## src/rtl/ant_pkg.sv

```systemverilog
// ant_pkg: shared constants, encodings and palette for the ant sprite engine
package ant_pkg;
  localparam int SPR_SZ = 16;
  localparam int ACT_W = 848;
  localparam int ACT_H = 480;
  localparam int MAX_X = ACT_W - SPR_SZ;
  localparam int MAX_Y = ACT_H - SPR_SZ;
  localparam logic [9:0] RST_X = 10'd416;
  localparam logic [8:0] RST_Y = 9'd232;
  localparam logic [7:0] PAL_GREY = 8'h40;
  localparam logic [7:0] PAL_BROWN = 8'h80;
  localparam logic [7:0] PAL_WHITE = 8'hFF;
  typedef enum logic [1:0] {DIR_UP, DIR_DOWN, DIR_LEFT, DIR_RIGHT} dir_e;
  typedef enum logic {ST_STILL, ST_WALK} state_e;
  function automatic logic [7:0] pal(input logic [1:0] idx);
    return idx == 2'd1 ? PAL_GREY : idx == 2'd2 ? PAL_BROWN : idx == 2'd3 ? PAL_WHITE : 8'h00;
  endfunction
endpackage

```

## src/rtl/ant_sprite_rom.sv

```systemverilog
// ant_sprite_rom: synchronous 2-frame 16x16 2-bit sprite table (one-cycle read latency)
module ant_sprite_rom
  import ant_pkg::*;
(
  input  logic       i_clk,
  input  logic       i_rst_n,
  input  logic       i_frame,
  input  logic [3:0] i_row,
  input  logic [3:0] i_col,
  output logic [1:0] o_idx
);
  logic [31:0] w_bits;
  // one row of the selected frame, column c occupies bits [2c+1:2c]
  always_comb begin
    case ({i_frame, i_row})
      5'h00: w_bits = 32'hC000_0001;
      5'h10: w_bits = 32'hC000_0002;
      5'h01, 5'h11: w_bits = 32'hC000_0000;
      5'h06, 5'h08, 5'h09, 5'h0A, 5'h16, 5'h18, 5'h19, 5'h1A: w_bits = 32'h0AAA_AAA0;
      5'h07, 5'h17: w_bits = 32'hFFAA_AAA0;
      5'h0C, 5'h1D: w_bits = 32'h4444_4444;
      5'h0D, 5'h1C: w_bits = 32'h1111_1111;
      default: w_bits = 32'h0000_0000;
    endcase
  end
  // registered lookup forms the second pixel stage
  always_ff @(posedge i_clk or negedge i_rst_n)
    if (!i_rst_n) o_idx <= 2'd0;
    else o_idx <= w_bits[{i_col, 1'b0} +: 2];
endmodule

```

## src/rtl/ant_sprite_engine.sv

```systemverilog
// ant_sprite_engine: 16x16 animated ant over a background; optional SPRITE_MIRROR_EN adds left/right facing
module ant_sprite_engine
  import ant_pkg::*;
#(
  parameter int H_START = 241,
  parameter int H_END = 1088,
  parameter int V_START = 38,
  parameter int V_END = 517,
  parameter int STEP = 2,
  parameter int ANIM_DIV = 8,
  parameter logic [23:0] BG_RGB = 24'h0000E1
) (
  input  logic        i_clk,
  input  logic        i_rst_n,
  input  logic [10:0] i_hcnt,
  input  logic [10:0] i_vcnt,
  input  logic [1:0]  i_dir,
  input  logic        i_move,
  output logic [7:0]  o_rgb_r,
  output logic [7:0]  o_rgb_g,
  output logic [7:0]  o_rgb_b,
  output logic        o_hit,
  output logic [9:0]  o_pos_x,
  output logic [8:0]  o_pos_y
);
  localparam int CW = $clog2(ANIM_DIV);
  logic [9:0] w_ax, w_dx, r_pos_x, w_xl, w_xr;
  logic [8:0] w_ay, w_dy, r_pos_y, w_yu, w_yd;
  logic [10:0] w_xp;
  logic [9:0] w_yp;
  logic [3:0] w_col, r_col1, r_row1;
  logic [1:0] w_idx;
  logic [7:0] w_px;
  logic [CW-1:0] r_cnt;
  logic w_act, w_in, w_evt, w_adv, w_clr, w_opq;
  logic r_act1, r_in1, r_act2, r_in2, r_anim;
  state_e r_state, w_next;
  assign w_ax = 10'(i_hcnt - 11'(H_START));
  assign w_ay = 9'(i_vcnt - 11'(V_START));
  assign w_dx = w_ax - r_pos_x;
  assign w_dy = w_ay - r_pos_y;
  assign w_act = i_hcnt >= 11'(H_START) && i_hcnt <= 11'(H_END) && i_vcnt >= 11'(V_START) && i_vcnt <= 11'(V_END);
  assign w_in = w_dx[9:4] == 6'd0 && w_dy[8:4] == 5'd0;
  assign w_evt = i_vcnt == 11'(V_END) && i_hcnt == 11'd0;
  assign o_pos_x = r_pos_x;
  assign o_pos_y = r_pos_y;
`ifdef SPRITE_MIRROR_EN
  logic r_face_l;
  assign w_col = r_face_l ? ~w_dx[3:0] : w_dx[3:0];
  // facing follows the last horizontal move; vertical moves keep it
  always_ff @(posedge i_clk or negedge i_rst_n)
    if (!i_rst_n) r_face_l <= 1'b0;
    else if (w_adv && i_dir == DIR_LEFT) r_face_l <= 1'b1;
    else if (w_adv && i_dir == DIR_RIGHT) r_face_l <= 1'b0;
`else
  assign w_col = w_dx[3:0];
`endif
  // stage 1: window/sprite hit flags and sprite-local coordinates
  always_ff @(posedge i_clk or negedge i_rst_n)
    if (!i_rst_n) begin
      r_act1 <= 1'b0;
      r_in1 <= 1'b0;
      r_row1 <= 4'd0;
      r_col1 <= 4'd0;
    end else begin
      r_act1 <= w_act;
      r_in1 <= w_in;
      r_row1 <= w_dy[3:0];
      r_col1 <= w_col;
    end
  ant_sprite_rom u_rom (
    .i_clk  (i_clk),
    .i_rst_n(i_rst_n),
    .i_frame(r_anim),
    .i_row  (r_row1),
    .i_col  (r_col1),
    .o_idx  (w_idx)
  );
  // stage 2: flags travel alongside the ROM read
  always_ff @(posedge i_clk or negedge i_rst_n)
    if (!i_rst_n) begin
      r_act2 <= 1'b0;
      r_in2 <= 1'b0;
    end else begin
      r_act2 <= r_act1;
      r_in2 <= r_in1;
    end
  // colour select from stage-2 registers: blank, sprite palette or background
  always_comb begin
    w_opq = r_in2 && w_idx != 2'd0;
    w_px = pal(w_idx);
    {o_rgb_r, o_rgb_g, o_rgb_b} = !r_act2 ? 24'd0 : w_opq ? {3{w_px}} : BG_RGB;
    o_hit = r_act2 && w_opq;
  end
  // walk state register
  always_ff @(posedge i_clk or negedge i_rst_n)
    if (!i_rst_n) r_state <= ST_STILL;
    else r_state <= w_next;
  // walk state advances only on the frame event
  always_comb w_next = w_evt ? (i_move ? ST_WALK : ST_STILL) : r_state;
  // per-event actions: advance while walking, clear on stopping
  always_comb begin
    w_adv = w_evt && w_next == ST_WALK;
    w_clr = w_evt && w_next == ST_STILL;
  end
  // animation frame toggles every ANIM_DIV walking events
  always_ff @(posedge i_clk or negedge i_rst_n)
    if (!i_rst_n) begin
      r_anim <= 1'b0;
      r_cnt <= '0;
    end else if (w_clr) begin
      r_anim <= 1'b0;
      r_cnt <= '0;
    end else if (w_adv) begin
      r_anim <= r_cnt == CW'(ANIM_DIV - 1) ? ~r_anim : r_anim;
      r_cnt <= r_cnt == CW'(ANIM_DIV - 1) ? '0 : r_cnt + 1'b1;
    end
  // saturating candidate positions for each direction
  always_comb begin
    w_xp = {1'b0, r_pos_x} + 11'(STEP);
    w_xr = w_xp > 11'(MAX_X) ? 10'(MAX_X) : w_xp[9:0];
    w_xl = r_pos_x < 10'(STEP) ? 10'd0 : r_pos_x - 10'(STEP);
    w_yp = {1'b0, r_pos_y} + 10'(STEP);
    w_yd = w_yp > 10'(MAX_Y) ? 9'(MAX_Y) : w_yp[8:0];
    w_yu = r_pos_y < 9'(STEP) ? 9'd0 : r_pos_y - 9'(STEP);
  end
  // position moves once per frame event, visible from the next frame
  always_ff @(posedge i_clk or negedge i_rst_n)
    if (!i_rst_n) begin
      r_pos_x <= RST_X;
      r_pos_y <= RST_Y;
    end else if (w_adv) begin
      r_pos_x <= i_dir == DIR_RIGHT ? w_xr : i_dir == DIR_LEFT ? w_xl : r_pos_x;
      r_pos_y <= i_dir == DIR_DOWN ? w_yd : i_dir == DIR_UP ? w_yu : r_pos_y;
    end
endmodule

```

## config.mk

```make
export PLATFORM = sky130hd
export DESIGN_NAME = ant_sprite_engine
export DESIGN_NICKNAME = d
export VERILOG_FILES = /design/src/rtl/ant_pkg.sv /design/src/rtl/ant_sprite_rom.sv /design/src/rtl/ant_sprite_engine.sv
export SDC_FILE = /design/constraint.sdc
export NUM_CORES = 1
export LEC_CHECK = 0
export CAP_MARGIN = 30
export CORE_MARGIN = 10
export CORE_UTILIZATION = 49
export DETAILED_ROUTE_END_ITERATION = 7
export PLACE_DENSITY = 0.78
export SLEW_MARGIN = 25
export SYNTH_ARGS = -nofsm -noshare
export SYNTH_HDL_FRONTEND = slang
export SYNTH_HIERARCHICAL = 1
export SYNTH_SLANG_ARGS = --single-unit
```

## constraint.sdc

```tcl
create_clock -name i_clk -period 2.9 [get_ports i_clk]
set_input_delay 0.58 -clock i_clk [delete_from_list [all_inputs] [get_ports i_clk]]
set_output_delay 0.58 -clock i_clk [all_outputs]
set_load 0.02 [all_outputs]
```

### Word level (Yosys, flattened, before mapping)

Memory sizes are Yosys's and may differ from the RTL's.
Index checks and enable logic that the tools add are counted.

* flip-flop bits (word level): 38
* bits in read-only memories: 992
* input port bits: 27
* output and inout bits: 44
* logic and storage cells: 83
* memories: 1

Memory list
* (name not given): words 32, width 31, read ports 1, clocked after memory_dff 0, wr ports 0, RTL line ant_sprite_rom.sv:15 `case ({i_frame, i_row})`

* $add $sub $neg: 9
* order comparisons: 8
* equal/unequal tests: 8
* shifts and indexed selects: 1
* multiplexer cells: 21
* bitwise operators: 2
* reduce and logical (&&, ||, !) cells: 21

Operators with widths (number)
* $mux W24: 2
* $mux W10: 4
* $mux W9: 4
* $shiftx A32 B6 Y2: 1
* $mux W8: 3
* $add A10 B2 Y11 const B: 1
* $eq A11 B10 Y1 const B: 1
* $ge A11 B6 Y1 const B: 1
* $ge A11 B8 Y1 const B: 1
* $gt A11 B10 Y1 const B: 1
* $le A11 B10 Y1 const B: 1
* $le A11 B11 Y1 const B: 1
* $logic_not A11 Y1: 1
* $add A9 B2 Y10 const B: 1
* $gt A10 B9 Y1 const B: 1
* $lt A10 B2 Y1 const B: 1
* $reduce_bool A2 Y1: 5
* $sub A10 B10 Y10: 1
* $sub A10 B2 Y10 const B: 1
* $sub A10 B8 Y10 const B: 1
* $logic_and A1 B1 Y1: 9
* $lt A9 B2 Y1 const B: 1
* $mux W3: 3
* $sub A9 B2 Y9 const B: 1
* other kinds (12): 23

### Depth between registers and ports, before layout

* word-level depth: 7
* depth in mapped cells: 11
* mapped depth without buffers: 11

### Cells and area by module

Netlist, hierarchy kept.

Modules (own cells, without submodules)
* ant_sprite_engine: instances 1, cells each 471, area an instance 3684.8 sq um, seq. area each 834.6 sq um
* ant_sprite_rom: instances 1, cells each 24, area an instance 185.2 sq um, seq. area each 50.0 sq um

### Least setup slack after synthesis

OpenSTA, ideal clock, no wires.

* kind: register to register
* from: reg r_pos_x[5], in the netlist o_pos_x[5]
* to: reg r_in1
* setup time: 0.125 ns
* data arrival time: 2.657 ns
* data required time: 2.775 ns
* slack: 0.117 ns
* stages on the path, launching flop included: 9
* buffers on the path: 2
* clock period less this slack: 2.783 ns
* cell sequence: dfstp_2 clkbuf_1 inv_1 ha_1 ha_1 clkbuf_1 o41a_1 or3_1 a2111oi_0

* word-level cells in the longest chain between the ends: 3

Ends and longest elaborated chain
* from (decl): RTL line ant_sprite_engine.sv:27 `logic [9:0] w_ax, w_dx, r_pos_x, w_xl, w_xr;`
* from (signal assigned): RTL line ant_sprite_engine.sv:133 `r_pos_x <= i_dir == DIR_RIGHT ? w_xr : i_dir == DIR_LEFT ? w_xl : r_pos_x;`
* $sub A10 B10 Y10: RTL line ant_sprite_engine.sv:40 `assign w_dx = w_ax - r_pos_x;`
* $logic_not A6 Y1: RTL line ant_sprite_engine.sv:43 `assign w_in = w_dx[9:4] == 6'd0 && w_dy[8:4] == 5'd0;`
* $logic_and A1 B1 Y1: RTL line ant_sprite_engine.sv:43
* net w_in: RTL line ant_sprite_engine.sv:35 `logic w_act, w_in, w_evt, w_adv, w_clr, w_opq;`
* to (signal assigned): RTL line ant_sprite_engine.sv:67 `r_in1 <= w_in;`
* to (decl): RTL line ant_sprite_engine.sv:36 `logic r_act1, r_in1, r_act2, r_in2, r_anim;`

The timed path passes the listed nets, and every way through them passes these cells.
A chain may end at the register's enable or synchronous reset.

### Worst setup path in the final report

* from: in i_hcnt[3]
* to: reg r_in1

* word-level cells in the longest chain between the ends: 4

Ends and longest elaborated chain
* from (decl): RTL line ant_sprite_engine.sv:15 `input logic [10:0] i_hcnt,`
* $sub A10 B8 Y10: RTL line ant_sprite_engine.sv:38 `assign w_ax = 10'(i_hcnt - 11'(H_START));`
* $sub A10 B10 Y10: RTL line ant_sprite_engine.sv:40
* $logic_not A6 Y1: RTL line ant_sprite_engine.sv:43
* $logic_and A1 B1 Y1: RTL line ant_sprite_engine.sv:43
* net w_in: RTL line ant_sprite_engine.sv:35

The timed path passes the listed nets, and every way through them passes these cells.

==> out/results.txt <==
status: finished clean
Nets: 662
MaxCap Viol Count: 0
area delta synth->final: 33.5%
placed cell areas: 4900 sq um
# setup viols final: 0
clock buffer depth: 2
Syn. warnings: 6
Inserted Clock Buffers: 5
die height: 109 um
min-delay src: r_in1
Critical Path Start Type: input pin
First DRT Iteration DRCs: 303
hold_ws: 347 ps
leading cell type in the layout, fill and taps excluded: buf_4
worst hold path depth: 0
Tot Pwr: 1.37 mW
critical-path cell list: clkdlybuf4s50_1 > ha_1 > ha_4 > and2_1 > a22o_1 > o41a_1 > or3_4 > a2111oi_4
Antenna Cells: 0
RR Startpoint: o_pos_x[2]
Achievable Freq: 353 MHz
Ports: 71
worst-path maximum fanout: 2
slowest stage delay, CP: 430 ps
WHS Endpoint: r_in2
Die ar.: 11,900 sq um
top post-synthesis cells by area: dfrtp_1, ha_1, dfstp_2, a21oi_1, inv_1
Worst-Skew Late Latency: 290 ps
CP max stage cell: clkdlybuf4s50_1
top cell type by total area after synthesis: dfrtp_1
Synth top area share: 18.1%
filler-free cell count of the finished design: 700
row cnt: 32
routed length per placed instance: 17.1 um
worst-case reg-to-reg path depth: 8
Core Util, Final: 67.2%
pre-CTS WS: -470 ps
gpl congestion: 0.916
Initial Utilization: 50.3%
CP Capture Type: flop
#FFs+latches synth: 35
commonest non-fill, non-tap cells in the layout: buf_4, clkdlybuf4s50_1, nand2_1, inv_1, nor2_1
ys async rst share: 100%
post-detailed-route count of antenna-violating nets: 0
Mapped Cells: 495
DRC viols: 0
fillers: 660
Worst EP arrival: 3010 ps
H-tree Lvls: 2
Cell Pwr Density: 265 nW/um^2
setup ws final: 63.4 ps
initial antenna violation count: 0
cell total after placement: 689
Hold/Removal Path Class: flop to flop
r2r endpoint: r_in1
Worst EP required: 3070 ps
DR pass1 iterations: 5
footprint of the multi-input gates: 2680 sq um
Placeable Area: 7690 sq um
most common flop cell mapped by yosys: dfrtp_1
hold buffers post-CTS: 0
Final Hold Violating Endpoints: 0
largest net degree at the start of global routing: 36
Seq/Total Area, Yosys: 22.9%
sequential cell area: 885 sq um
first-pass GRT wire length: 19,300 um
gr ovfl total: 0
Root Buffer: clkbuf_8
R2R Setup Slk: 210 ps
Final Cycle Share: 97.8%
Total GRT Usage: 19.7%
layout cells sized above 1: 18.6%
Worst slew margin: 56.1%
post-route design area: 5170 sq um
Slew Limit Fails: 0
drt via density: 6.02
crit path kind: input pin to flop
Period minus WS final: 2840 ps
CTS sink count: 35
post-synth cell types: 74
DRT Wirelength: 12,000 um
RSZ-0062 raised after global routing: no
Post-Synthesis Cell Area: 3870 sq um
DP HPWL: 9220 um
syn_area_per_cell: 7.82 sq um
Least-Margin Pin Slew: 650 ps
IR drop worst, VDD: 0.197 mV
number of global-route vias before repair: 4,023
DIE WIDTH: 109 um
Post-synth EDFFs: 0
cell leakage power: 2.21 nW
I/O Buffers: 68
Clock Skew: 10.5 ps
clk slew on worst S/H paths: 80 ps
TritonCTS clock tree: done
via count: 4,211
setup TNS: 0 ps
[worst max-delay path, delay by kind of cell]
kind	cells	cell delay, ps
AO/OA/AOI/OAI	3	930
adder cells (fa/ha/maj)	2	570
buffers and inverters	1	430
AND/OR/NAND/NOR	2	490
[area by class of cell]
type	count	area share, %
Timing Repair Buffer	135	22.9
Sequential cell	35	17.1
Tap cell	102	2.47
Inverter	41	2.98
Clock inverter	3	1.31
Clock buffer	5	1.33
Multi-Input combinational cell	379	51.9
[worst max-delay path by stage]
stage                from     to  slack [ps]  depth (start not counted)
6_report        i_hcnt[3]  r_in1          60                          8
5_1_grt         i_vcnt[1]  r_in1           7                         12
4_1_cts         i_hcnt[1]  r_in1           7                          9
3_5_place_dp    i_hcnt[4]  r_in1        -470                         10
3_3_place_gp    i_hcnt[4]  r_in1        -360                         10
2_1_floorplan  o_pos_x[5]  r_in1         120                          8
[registers in the layout, summed over array words and instances (netlist names)]
register     cells
o_pos_y          8
u_rom/o_idx      2
r_anim           1
o_pos_x          9
r_in1            1
r_act1           1
r_act2           1
r_row1           4
r_in2            1
r_col1           4
r_cnt            3
[cell usage after synthesis, drive strengths merged, types with 3 or more instances]
cell	instances
nand3	19
a21oi	33
nor3b	3
o31ai	5
a21o	6
o211ai	5
o221ai	4
nor2b	5
a211oi	7
nand4b	3
or3b	3
buf	25
nand4	9
and2	4
nor4b	3
dfrtp	28
and3	5
xnor2	9
or4	5
nand3b	6
inv	41
nor4	7
a31oi	18
o21bai	4
nand2b	6
o21ai	25
nand2	41
or3	5
nor2	32
a22o	3
xor2	5
o22ai	5
dfstp	7
ha	36
nor3	18
clkbuf	16
[layer usage]
layer  vias to the layer above  routed length [um]  share of wire (%)  GRT usage [%]
li1                       2000                   -                  -              -
met1                      1978                4850                 41           24.4
met5                         -                   0                  0              0
met3                        28                1080                9.0           4.42
met2                       205                5800                 48           33.3
met4                         0                 239                2.0           5.65
[where the power goes]
part / switching (mW) / total (mW) / internal, mW / leakage [nW]
registers: 0.0189 / 0.524 / 0.505 / 0.422
logic: 0.159 / 0.307 / 0.148 / 1.72
clock network: 0.193 / 0.536 / 0.343 / 0.0644
total: 0.371 / 1.37 / 0.996 / 2.21
[what timing repair did]
| item | 4_1_cts | 5_1_grt |
|---|---|---|
| buffers inserted | 1 | 2 |
| pin swaps | 8 | 14 |
| endpoints found under the hold margin | 0 | 0 |
| resized for setup | 11 | 10 |
| setup endpoints to repair | 1 | 1 |
| gates cloned | 0 | 0 |
[kinds of logic after synthesis]
group | synth area share (%)
AO/OA/AOI/OAI | 24.7
flip-flops | 22.9
AND/OR/NAND/NOR | 25.4
multiplexers | 0.259
buffers and inverters | 10.7
adder cells (fa/ha/maj) | 12.7
other | 0.194
XOR/XNOR | 3.17
Power figures use the tool's default switching activity.
